<file path="config.mk">
export PLATFORM = sky130hd
export DESIGN_NAME = fifo_push_arbiter
export DESIGN_NICKNAME = d
export VERILOG_FILES = /design/src/rtl/fifo_push_arbiter.sv
export SDC_FILE = /design/constraint.sdc
export NUM_CORES = 1
export LEC_CHECK = 0
export ABC_AREA = 1
export CAP_MARGIN = 20
export CORE_ASPECT_RATIO = 0.5
export CORE_MARGIN = 2
export CORE_UTILIZATION = 33
export CTS_CLUSTER_SIZE = 25
export DETAILED_ROUTE_END_ITERATION = 10
export PLACE_DENSITY_LB_ADDON = 0.1
export SLEW_MARGIN = 20
export SYNTH_ARGS = -nofsm -noshare
export SYNTH_HDL_FRONTEND = slang
export SYNTH_SLANG_ARGS = --single-unit
export TNS_END_PERCENT = 20
</file>
<file path="constraint.sdc">
create_clock -name clk -period 1.85 [get_ports clk]
set_clock_uncertainty 0.1 [all_clocks]
set_input_delay 0.4625 -clock clk [delete_from_list [all_inputs] [get_ports clk]]
set_output_delay 0.4625 -clock clk [all_outputs]
set_load 0.005 [all_outputs]
</file>
<file path="src/rtl/fifo_push_arbiter.sv">
// Round-robin write-side arbiter that shares one FIFO between N producers.
// Tracks FIFO occupancy with a credit counter and drives a registered push port.
module fifo_push_arbiter #(
  parameter int N     = 4,
  parameter int WL    = 8,
  parameter int DEPTH = 8,
  parameter int BURST = 4
) (
  input  logic                 clk,
  input  logic                 rst,
  input  logic [N-1:0]         req_valid,
  input  logic [N*WL-1:0]      req_data,
  output logic [N-1:0]         req_ready,
  input  logic                 fifo_pop,
  output logic                 fifo_push,
  output logic [WL-1:0]        fifo_data,
  output logic [$clog2(N)-1:0] grant_id,
  output logic                 busy
);
  localparam int          OW = $clog2(N);
  localparam int          CW = $clog2(DEPTH + 1);
  localparam int          BW = $clog2(BURST + 1);
  localparam int unsigned NU = N;

  typedef enum logic {IDLE, GRANT} state_t;

  state_t        state, state_next;
  logic [OW-1:0] owner, last_owner, pick;
  logic [BW-1:0] burst_cnt;
  logic [CW-1:0] credit, credit_next;
  logic          has_credit, any_valid, xfer, burst_done;
  int unsigned   idx;

  assign has_credit = (credit != '0);
  assign any_valid  = |req_valid;
  assign grant_id   = owner;
  assign busy       = (state == GRANT);

  // Scan from farthest to nearest so the nearest valid requester after last_owner wins.
  always_comb begin
    pick = last_owner;
    idx  = 0;
    for (int unsigned k = NU; k > 0; k--) begin
      idx = (32'(last_owner) + k) % NU;
      if (req_valid[idx[OW-1:0]]) pick = idx[OW-1:0];
    end
  end

  always_comb begin
    state_next = state;
    req_ready  = '0;
    xfer       = 1'b0;
    burst_done = 1'b0;
    case (state)
      IDLE: begin
        if (any_valid) state_next = GRANT;
      end
      GRANT: begin
        req_ready[owner] = has_credit;
        xfer             = req_valid[owner] && has_credit;
        burst_done       = xfer && (burst_cnt == BW'(BURST - 1));
        if (!req_valid[owner] || burst_done) state_next = IDLE;
      end
      default: state_next = IDLE;
    endcase
  end

  // A pop arriving with the FIFO already empty (credit full) is dropped.
  always_comb begin
    credit_next = credit;
    if (xfer && !fifo_pop)
      credit_next = credit - 1'b1;
    else if (!xfer && fifo_pop && (credit != CW'(DEPTH)))
      credit_next = credit + 1'b1;
  end

  always_ff @(posedge clk) begin
    if (!rst) begin
      state      <= IDLE;
      credit     <= CW'(DEPTH);
      last_owner <= OW'(N - 1);
      owner      <= '0;
      burst_cnt  <= '0;
      fifo_push  <= 1'b0;
      fifo_data  <= '0;
    end else begin
      state     <= state_next;
      credit    <= credit_next;
      fifo_push <= xfer;
      if (xfer) begin
        fifo_data <= req_data[owner*WL +: WL];
        burst_cnt <= burst_cnt + 1'b1;
      end
      if ((state == IDLE) && any_valid) begin
        owner      <= pick;
        last_owner <= pick;
        burst_cnt  <= '0;
      end
    end
  end
endmodule

</file>
* After elaboration in Yosys (flattened, before gate mapping)
Index checks and enable logic that the tools add are counted.
** Word-level totals
- Register bits :: 21
- Input port bits :: 39
- Output and inout port bits :: 16
- Word-level logic and storage cells :: 64
** Operators by class
- $add $sub $neg :: 7
- Order comparisons :: 6
- Eq/ne operators :: 2
- Shift operators :: 1
- Muxes and demuxes :: 23
- Bitwise logic cells :: 3
- Reductions and logical operators :: 15
** Operators with widths (number)
- 32-bit by 6-bit indexed part select with 8-bit output :: 1
- 2-bit by 3-bit less-than comparator with 1-bit output (second input constant) :: 5
- 4-bit two-way mux :: 3
- 1-bit binary-select mux with 2-bit select :: 5
- 1-bit two-way mux :: 9
- 2-bit two-way mux :: 4
- 1-bit logical AND :: 7
- 2-bit by 1-bit adder with 2-bit output (second input constant) :: 2
- 2-bit adder (second input constant) :: 2
- 4-bit by 1-bit adder with 4-bit output (second input constant) :: 1
- 4-bit AND :: 1
- 4-bit != test (second input constant) :: 1
- 4-bit nonzero test :: 1
- 4-bit OR reduction :: 1
- 4-bit by 1-bit subtractor with 4-bit output (second input constant) :: 1
- 3-bit by 1-bit adder with 3-bit output (second input constant) :: 1
- 3-bit by 2-bit == test with 1-bit output (second input constant) :: 1
- 1-bit logical NOT :: 3
- 1-bit demux with 2-bit select :: 1
- 2-bit by 1-bit >= comparator with 1-bit output (second input constant) :: 1
- 1-bit NOT :: 2
- 1-bit one-hot mux with 2 select lines :: 1
- 2-bit nonzero test :: 1
- 2-bit OR reduction :: 1
- 1-bit logical OR :: 1

* Longest topological paths before layout
Gate-level depths: netlist of run 1.
- Depth in word-level cells :: 9
- Gate-level depth with buffers :: 16
- Depth with buffers taken out :: 15

* Least setup slack after synthesis of run 1
OpenSTA, ideal clock, no wires.
- Kind :: flip-flop to flip-flop
- Start :: reg owner[0] (netlist: grant_id[0])
- End :: reg credit[2]
- Setup time :: 0.117 ns
- Arrival time :: 1.550 ns
- Required time :: 1.633 ns
- Setup slack :: 0.083 ns
- Stages on the path, launching flop included :: 17
- Path buffers :: 1
- Period minus slack after synthesis :: 1.767 ns
- Cell sequence :: dfxtp_1 -> inv_2 -> buf_6 -> nand2_1 -> nand2_1 -> nand2_2 -> nand2_4 -> nand3_4 -> xor2_1 -> inv_1 -> ha_1 -> inv_1 -> nand2_1 -> nand2_1 -> nand2_1 -> nor2_1 -> nor2_1
** On the way
- Cells in the longest elaborated chain, start to end :: 8
- Elaborated cells on any way between the ends :: 10
- Those cells by class :: 4 x mux; 6 x reduce/logical
** RTL lines
- start, declared :: RTL line 28 : logic [OW-1:0] owner, last_owner, pick;
- start signal, assigned :: RTL line 95 : owner <= pick;
- 1-bit binary-select mux with 2-bit select (*) :: RTL line 60 : xfer = req_valid[owner] && has_credit;
- 1-bit two-way mux (not written as such) (*) :: RTL line 60
- 1-bit logical AND (*) :: RTL line 60
- 1-bit two-way mux (*) :: RTL line 54 : case (state)
- 1-bit logical NOT :: RTL line 73 : else if (!xfer && fifo_pop && (credit != CW'(DEPTH)))
- 1-bit logical AND (2 in series) :: RTL line 73
- 2-bit nonzero test (no source line)
- end signal, assigned :: RTL line 80 : credit <= CW'(DEPTH);
- end signal, assigned :: RTL line 88 : credit <= credit_next;
- end, declared :: RTL line 30 : logic [CW-1:0] credit, credit_next;
Every way passes the cells marked *; elsewhere a longest branch is shown, timed or not. The select of a mux whose other input is x is not followed.
A chain may end at the register's enable or synchronous reset.

* Final worst setup path of run 1
- Start :: reg credit[3]
- End :: out req_ready[3]
** On the way
- Cells in the longest elaborated chain, start to end :: 3
** RTL lines
- 4-bit nonzero test :: RTL line 34 : assign has_credit = (credit != '0);
- 4-bit AND (no source line)
- 4-bit two-way mux :: RTL line 54
- end, declared :: RTL line 13 : output logic [N-1:0] req_ready,
No other way between the ends.

==> insert_results.sql, run 1 <==
INSERT INTO impl_metrics (metric_group, metric, value, unit) VALUES
('status', 'run_status', 'completed', ''),
('floorplanning', 'dieHeight', '49.9', 'um'),
('hold_path', 'min_path_type', 'reg -> reg', ''),
('finish', 'design_area', '2190', 'um2'),
('power', 'p_leak', '0.996', 'nW'),
('floorplanning', 'num_io_pins', '55', ''),
('floorplanning', 'floorplan_die_area', '4790', 'um2'),
('detailed_routing', 'drt_pre_antenna_iters', '4', ''),
('synthesis', 'synth.avg_cell_area', '6.54', 'um2'),
('global_route', 'grt_overflow_total', '0', ''),
('finish', 'number_of_fillers_in_the_final_layout', '414', ''),
('synthesis', 'yosys.cell_count.top_type', 'nand2_1', ''),
('detailed_routing', 'drt_wirelength', '3980', 'um'),
('global_route', 'grtUsageTotal', '0.184', ''),
('finish', 'multi_input_comb_area', '835', 'um2'),
('synthesis', 'ys_ff_latch', '21', ''),
('timing', 'period_share', '0.994', ''),
('detailed_routing', 'drt_iter0_markers', '17', ''),
('clock_tree', 'clockRootBuffer', 'clkbuf_8', ''),
('timing', 'post_route_worst_hold_slack', '390', 'ps'),
('finish', 'post_layout_nonfiller_instances', '340', ''),
('placement', 'placed_cells', '335', ''),
('clock_tree', 'clk_transition_reported_paths', '80', 'ps'),
('detailed_routing', 'detailroute.via_count', '1621', ''),
('synthesis', 'postSynthCellCount', '213', ''),
('timing', 'hold_viol_final', '0', ''),
('synthesis', 'synth_cell_types', '30', ''),
('global_route', 'grt_pass1_vias', '1607', ''),
('timing', 'grt_setup_unrepaired', 'true', ''),
('global_route', 'grt_max_degree', '26', ''),
('synthesis', 'synth_enable_flop_cells', '0', ''),
('floorplanning', 'die_w', '95.9', 'um'),
('timing', 'relSlewSlack', '0.801', ''),
('finish', 'area_growth_syn_to_layout', '57.1', '%'),
('placement', 'post-dp-hpwl', '3240', 'um'),
('synthesis', 'synth.net_count', '255', ''),
('detailed_routing', 'post_drt_wl_per_cell', '11.7', 'um'),
('setup_path', 'worst-endpoint-arrival', '1280', 'ps'),
('synthesis', 'sequential_area_share_after_synthesis', '0.302', ''),
('synthesis', 'post_synth_top_area_share', '0.302', ''),
('setup_path', 'path_max_fanout', '4', ''),
('setup_path', 'worstSetupEndpointType', 'primary output', ''),
('placement', 'number_of_i_o_port_buffers', '54', ''),
('floorplanning', 'fp.coreArea', '3980', 'um2'),
('clock_tree', 'clock_insertion_delay_worst_skew', '260', 'ps'),
('synthesis', 'synth_top_flop_cell', 'dfxtp_1', ''),
('setup_path', 'worst-endpoint-required', '1290', 'ps'),
('floorplanning', 'standard_cell_rows', '16', ''),
('power', 'powerDensity', '1150', 'nW/um2'),
('timing', 'timing.setup.tns', '0', 'ps'),
('setup_path', 'criticalPathCategory', 'reg -> out', ''),
('clock_tree', 'cts_made_buffers', '3', ''),
('timing', 'finalCriticalPeriod', '1840', 'ps'),
('global_route', 'number_of_antenna_violations_at_the_first_check_in_global_routing', '0', ''),
('global_route', 'grt_pass1_wl', '6930', 'um'),
('clock_tree', 'clockBufferDepth', '2', ''),
('timing', 'setup_viol', '0', ''),
('synthesis', 'synthesis.area', '1390', 'um2'),
('power', 'power', '0.00251', 'W'),
('detailed_routing', 'antenna_violating_nets_post_route', '0', ''),
('timing', 'slew_viol_final', '0', ''),
('clock_tree', 'cts_num_sinks', '21', ''),
('finish', 'final_nets', '329', ''),
('finish', 'final-seq-area', '428', 'um2'),
('power', 'ir_drop', '0.429', 'mV'),
('finish', 'share_of_post_route_cells_with_drive_strength_above_1', '0.189', ''),
('finish', 'antenna_diodes', '0', ''),
('detailed_routing', 'route.detailed.vias_per_inst', '4.77', ''),
('floorplanning', 'start_util', '0.350', ''),
('timing', 'max_freq', '544', 'MHz'),
('flow_run', 'cap_violations', '0', ''),
('synthesis', 'synthTopCellsByArea', 'dfxtp_1 (30%), nand2_1 (15%), a31oi_1 (7.6%), nand3_1 (5.8%), o21ai_0 (5.8%)', ''),
('synthesis', 'yosysTopAreaCell', 'dfxtp_1', ''),
('placement', 'placement.cell_area', '2120', 'um2'),
('synthesis', 'synth_commonest_cells', 'nand2_1 (55), dfxtp_1 (21), inv_1 (21)', ''),
('synthesis', 'yosys_warnings', '0', ''),
('timing', 'slew_at_the_pin_closest_to_its_max_slew_limit', '296', 'ps'),
('clock_tree', 'ctsHtreeMaxLevel', '1', ''),
('clock_tree', 'cts_tree', 'yes', ''),
('synthesis', 'asyncSetResetFlopFracSynth', '0', ''),
('setup_path', 'timing.critical_path.from_type', 'register', ''),
('detailed_routing', 'detail_route.drc_violations', '0', ''),
('placement', 'place_congestion', '0.815', '');
layout by cell type, fill, tap and decap left out, types with 2 or more instances in the layout:
cell / netlist / layout
clkdlybuf4s50_1: 0 / 45
o21ai_1: 3 / 3
ha_1: 3 / 3
clkbuf_2: 0 / 2
a21oi_1: 13 / 13
nand2_4: 3 / 3
clkbuf_8: 0 / 3
inv_2: 3 / 4
dfxtp_1: 21 / 15
inv_1: 21 / 20
nand4_1: 4 / 4
nor3_1: 4 / 4
nor2_1: 11 / 10
a31oi_1: 17 / 17
nand3_1: 16 / 16
dlygate4sd2_1: 0 / 4
dfxtp_2: 0 / 6
nand2_2: 3 / 4
o21ai_0: 16 / 16
buf_4: 0 / 23
nand2_1: 55 / 54
final timing paths:
path	start	endpoint	slack (ps)	cells after the start
setup / recovery	credit[3]$_SDFFE_PN1P_	req_ready[3]	10	5
hold / removal	burst_cnt[0]$_SDFFE_PP0P_	burst_cnt[0]$_SDFFE_PP0P_	390	2
setup reg to reg	credit[2]$_SDFFE_PN0P_	credit[2]$_SDFFE_PN0P_	110	13
hold reg to reg	burst_cnt[0]$_SDFFE_PP0P_	burst_cnt[0]$_SDFFE_PP0P_	390	2
kinds of logic (layout without fill, tap and decap cells):
family / after synthesis / after routing / synth area share
and+or+nand+nor: 100 / 100 / 0.332
buffers and inverters: 34 / 107 / 0.106
xor gates and xnor gates: 1 / 1 / 0.00629
adders and majority gates: 3 / 3 / 0.0270
AOI/OAI and AO/OA: 54 / 54 / 0.226
DFF: 21 / 21 / 0.302
registers in the layout, indices dropped and copies added, names as in the netlist:
name / flops
busy: 1
credit: 4
grant_id: 2
burst_cnt: 3
fifo_push: 1
last_owner: 2
fifo_data: 8
what timing repair did:
item,CTS,global route
pin swaps,3,1
hold buffers,0,0
buffers inserted,1,0
resized for setup,20,7
endpoints found under the setup margin,6,7
critical path, stage by stage, from the launching register on:
cell,delay [ps]
dfxtp_2,350
nor2_2,50
a21oi_4,160
inv_2,70
nor3_1,150
clkdlybuf4s15_2,230
report_power, final:
part / internal, W / switching, W / leakage, nW
clock: 0.000152 / 0.000159 / 0.0217
sequential: 0.000591 / 0.000102 / 0.174
combinational: 0.000686 / 0.000817 / 0.800
through the flow:
| stage | worst slack [ps] | utilization |
|---|---|---|
| after global placement | -318 | 0.533 |
| after global routing | -49.9 | 0.549 |
| after CTS | -0.709 | 0.550 |
| final | 10.6 | 0.549 |
| after detailed placement | -356 | 0.533 |
| after floorplan | 82.7 | - |
metal layers:
metal	vias to the layer above	track usage	part of all wire
met4	0	0.0333	0.013
met1	713	0.209	0.45
li1	862	-	-
met2	40	0.319	0.46
met3	6	0.0826	0.074
met5	-	0	0
area by class of cell:
class / count / share of cell area
multi-input cells: 158 / 0.381
repair buffers: 78 / 0.326
flip-flops and latches: 21 / 0.196
inverters: 25 / 0.0440
well taps: 54 / 0.0309
clock buffers: 3 / 0.0189
clock inverters: 1 / 0.00343
Power figures use the tool's default switching activity.
==> run 2: changes to the inputs <==
- CORE_UTILIZATION: 33 -> 39
==> run 2 against run 1 <==
Sequential power about the same. Final area is 0.29% lower. Via count increased by 1.8%. Power down 0.60%. Clock power down 4%. Non-clock buffer count shrank 1. Critical endpoint is now grant_id[1].
==> insert_results.sql, run 2 (synthesis results as in run 1) <==
INSERT INTO impl_metrics (metric_group, metric, value, unit) VALUES
('floorplanning', 'standard_cell_rows', '15', ''),
('hold_path', 'worstHoldStart', 'burst_cnt[0]$_SDFFE_PP0P_', ''),
('timing', 'post_route_worst_hold_slack', '392', 'ps'),
('finish', 'regMostFlops', 'fifo_data', ''),
('clock_tree', 'clk_transition_reported_paths', '80', 'ps'),
('timing', 'relSlewSlack', '0.771', ''),
('setup_path', 'worst-endpoint-arrival', '1250', 'ps'),
('placement', 'placement.cell_area', '2120', 'um2'),
('placement', 'number_of_i_o_port_buffers', '54', ''),
('finish', 'antenna_diodes', '0', ''),
('power', 'powerDensity', '1140', 'nW/um2'),
('timing', 'slew_viol_final', '0', ''),
('detailed_routing', 'drt_pre_antenna_iters', '4', ''),
('detailed_routing', 'drt_wirelength', '3930', 'um'),
('detailed_routing', 'detailroute.via_count', '1650', ''),
('clock_tree', 'cts_tree', 'yes', ''),
('setup_path', 'worst_r2r_startpoint', 'credit[2]$_SDFFE_PN0P_', ''),
('setup_path', 'path_max_fanout', '6', ''),
('clock_tree', 'cts_hold_repair.buffers', '0', ''),
('timing', 'max_freq', '553', 'MHz'),
('clock_tree', 'clockBufferDepth', '2', ''),
('timing', 'grt_setup_unrepaired', 'true', ''),
('hold_path', 'min_path_type', 'reg -> reg', ''),
('setup_path', 'worst_r2r_endpoint', 'credit[2]$_SDFFE_PN0P_', ''),
('floorplanning', 'die_w', '88.5', 'um'),
('detailed_routing', 'detail_route.drc_violations', '0', ''),
('setup_path', 'timing.critical_path.from_type', 'register', ''),
('detailed_routing', 'top_signal_layer_used', 'met4', ''),
('detailed_routing', 'wl_met1', '1710', 'um'),
('finish', 'design_area', '2180', 'um2'),
('detailed_routing', 'met2_length', '1840', 'um'),
('finish', 'reg_top3', 'fifo_data: 8 flops, credit: 4 flops, burst_cnt: 3 flops', ''),
('clock_tree', 'cts_made_buffers', '3', ''),
('floorplanning', 'floorplan_die_area', '4090', 'um2'),
('clock_tree', 'cts_num_sinks', '21', ''),
('setup_path', 'worst-endpoint-required', '1290', 'ps'),
('floorplanning', 'start_util', '0.405', ''),
('clock_tree', 'ctsHtreeMaxLevel', '1', ''),
('finish', 'area_growth_syn_to_layout', '56.7', '%'),
('detailed_routing', 'drt_iter0_markers', '51', ''),
('setup_path', 'critPathMaxStageDelay', '500', 'ps'),
('finish', 'most-common-layout-cells', 'nand2_1 (54), clkdlybuf4s50_1 (45), buf_4 (22), inv_1 (20), a31oi_1 (17)', ''),
('placement', 'placed_cells', '332', ''),
('clock_tree', 'post_cts_setup_inserts', '0', ''),
('setup_path', 'cp_cell_sequence', 'buf_4 -> clkdlybuf4s50_1', ''),
('placement', 'post-dp-hpwl', '3120', 'um'),
('finish', 'share_of_post_route_cells_with_drive_strength_above_1', '0.189', ''),
('status', 'run_status', 'completed', ''),
('global_route', 'number_of_antenna_violations_at_the_first_check_in_global_routing', '0', ''),
('global_route', 'grt_overflow_total', '0', ''),
('detailed_routing', 'met3_length', '337', 'um'),
('global_route', 'grtUsageTotal', '0.195', ''),
('finish', 'finalCoreUtilization', '0.635', ''),
('timing', 'finalCriticalPeriod', '1810', 'ps'),
('timing', 'hold_viol_final', '0', ''),
('detailed_routing', 'route.detailed.vias_per_inst', '4.91', ''),
('setup_path', 'worstSetupEndpointType', 'primary output', ''),
('timing', 'setup_viol', '0', ''),
('hold_path', 'worstHoldEndpoint', 'burst_cnt[0]$_SDFFE_PP0P_', ''),
('setup_path', 'rrSetupSlack', '120', 'ps'),
('setup_path', 'critical_path_buf_inv_count', '2', ''),
('setup_path', 'slowest_stage', 'clkdlybuf4s50_1', ''),
('finish', 'mostFrequentLayoutCell', 'nand2_1', ''),
('power', 'p_leak', '0.995', 'nW'),
('placement', 'place_congestion', '0.840', ''),
('floorplanning', 'dieHeight', '46.3', 'um'),
('clock_tree', 'clockRootBuffer', 'clkbuf_8', ''),
('floorplanning', 'num_io_pins', '55', ''),
('flow_run', 'cap_violations', '0', ''),
('timing', 'period_share', '0.977', ''),
('detailed_routing', 'post_drt_wl_per_cell', '11.7', 'um'),
('detailed_routing', 'antenna_violating_nets_post_route', '0', ''),
('timing', 'timing.setup.tns', '0', 'ps'),
('finish', 'largest_register_ffs', '8', ''),
('floorplanning', 'fp.coreArea', '3430', 'um2'),
('setup_path', 'criticalPathCategory', 'reg -> out', ''),
('global_route', 'grt_pass1_wl', '6140', 'um'),
('global_route', 'grt_pass1_vias', '1474', ''),
('hold_path', 'hold_path_depth', '2', ''),
('power', 'ir_drop', '0.515', 'mV'),
('setup_path', 'worst_reg_to_reg_cells', '13', ''),
('finish', 'post_layout_nonfiller_instances', '336', ''),
('global_route', 'grt_max_degree', '24', ''),
('setup_path', 'critical_path.top_delay_family', 'buffers and inverters', ''),
('timing', 'slew_at_the_pin_closest_to_its_max_slew_limit', '338', 'ps'),
('finish', 'final_nets', '328', ''),
('clock_tree', 'clock_insertion_delay_worst_skew', '260', 'ps');
## run 2: cell count changes in the layout (fill, tap and decap cells not counted), sizes merged
cell,change
clkinvlp,-1
clkdlybuf4s15,-1
clkbuf,+2
buf,-1
## run 2: worst reg2reg max path, stage by stage, from the launching register on
cell,delay [ps]
dfxtp_2,330
nor2_2,160
a21oi_4,80
buf_4,170
nand3_4,80
xor2_1,140
inv_1,60
ha_1,170
inv_1,50
nand2_1,60
nand2_1,60
nand2_1,40
nor2_1,80
nor2_1,40
## run 2: layout make-up
type	instances	area [um2]
flip-flops and latches	21	430
repair buffers	77	699
clock buffers	4	45.0
well taps	51	63.8
fillers	324	1250
multi-input cells	158	845
inverters	25	98.8
## run 2: where the power goes
part	leakage [nW]	switching [W]	internal [W]
registers	0.174	0.000103	0.000594
logic	0.798	0.000820	0.000676
clock network	0.0228	0.000146	0.000153
total	0.995	0.00107	0.00142
## run 2: worst max path at each step
stage	startpoint	end	cells after the start
finish	grant_id[1]$_SDFFE_PN0P_	grant_id[1]	2
global route	credit[2]$_SDFFE_PN0P_	credit[2]$_SDFFE_PN0P_	13
CTS	credit[0]$_SDFFE_PN0P_	req_ready[1]	5
detailed placement	req_valid[3]	credit[2]$_SDFFE_PN0P_	15
global placement	req_valid[2]	credit[2]$_SDFFE_PN0P_	15
floorplan	grant_id[0]$_SDFFE_PN0P_	credit[2]$_SDFFE_PN0P_	16
## run 2: what timing repair did
| action | 4_1_cts | 5_1_grt |
|---|---|---|
| endpoints found under the setup margin | 9 | 6 |
| gates resized for setup | 15 | 16 |
| pin swaps | 5 | 1 |
## run 2: metal layers
metal  GRT usage  up-vias
met3      0.0771        6
met1       0.224      731
li1            -      864
met5           0        -
met4      0.0303        0
met2       0.359       49
## run 2: stage by stage
stage | worst slack, ps | total power (W)
2_1_floorplan | 82.7 | 0.00159
5_1_grt | -36.9 | 0.00270
6_report | 41.7 | 0.00249
4_1_cts | -21.2 | 0.00247
3_5_place_dp | -374 | 0.00215
3_3_place_gp | -302 | 0.00213
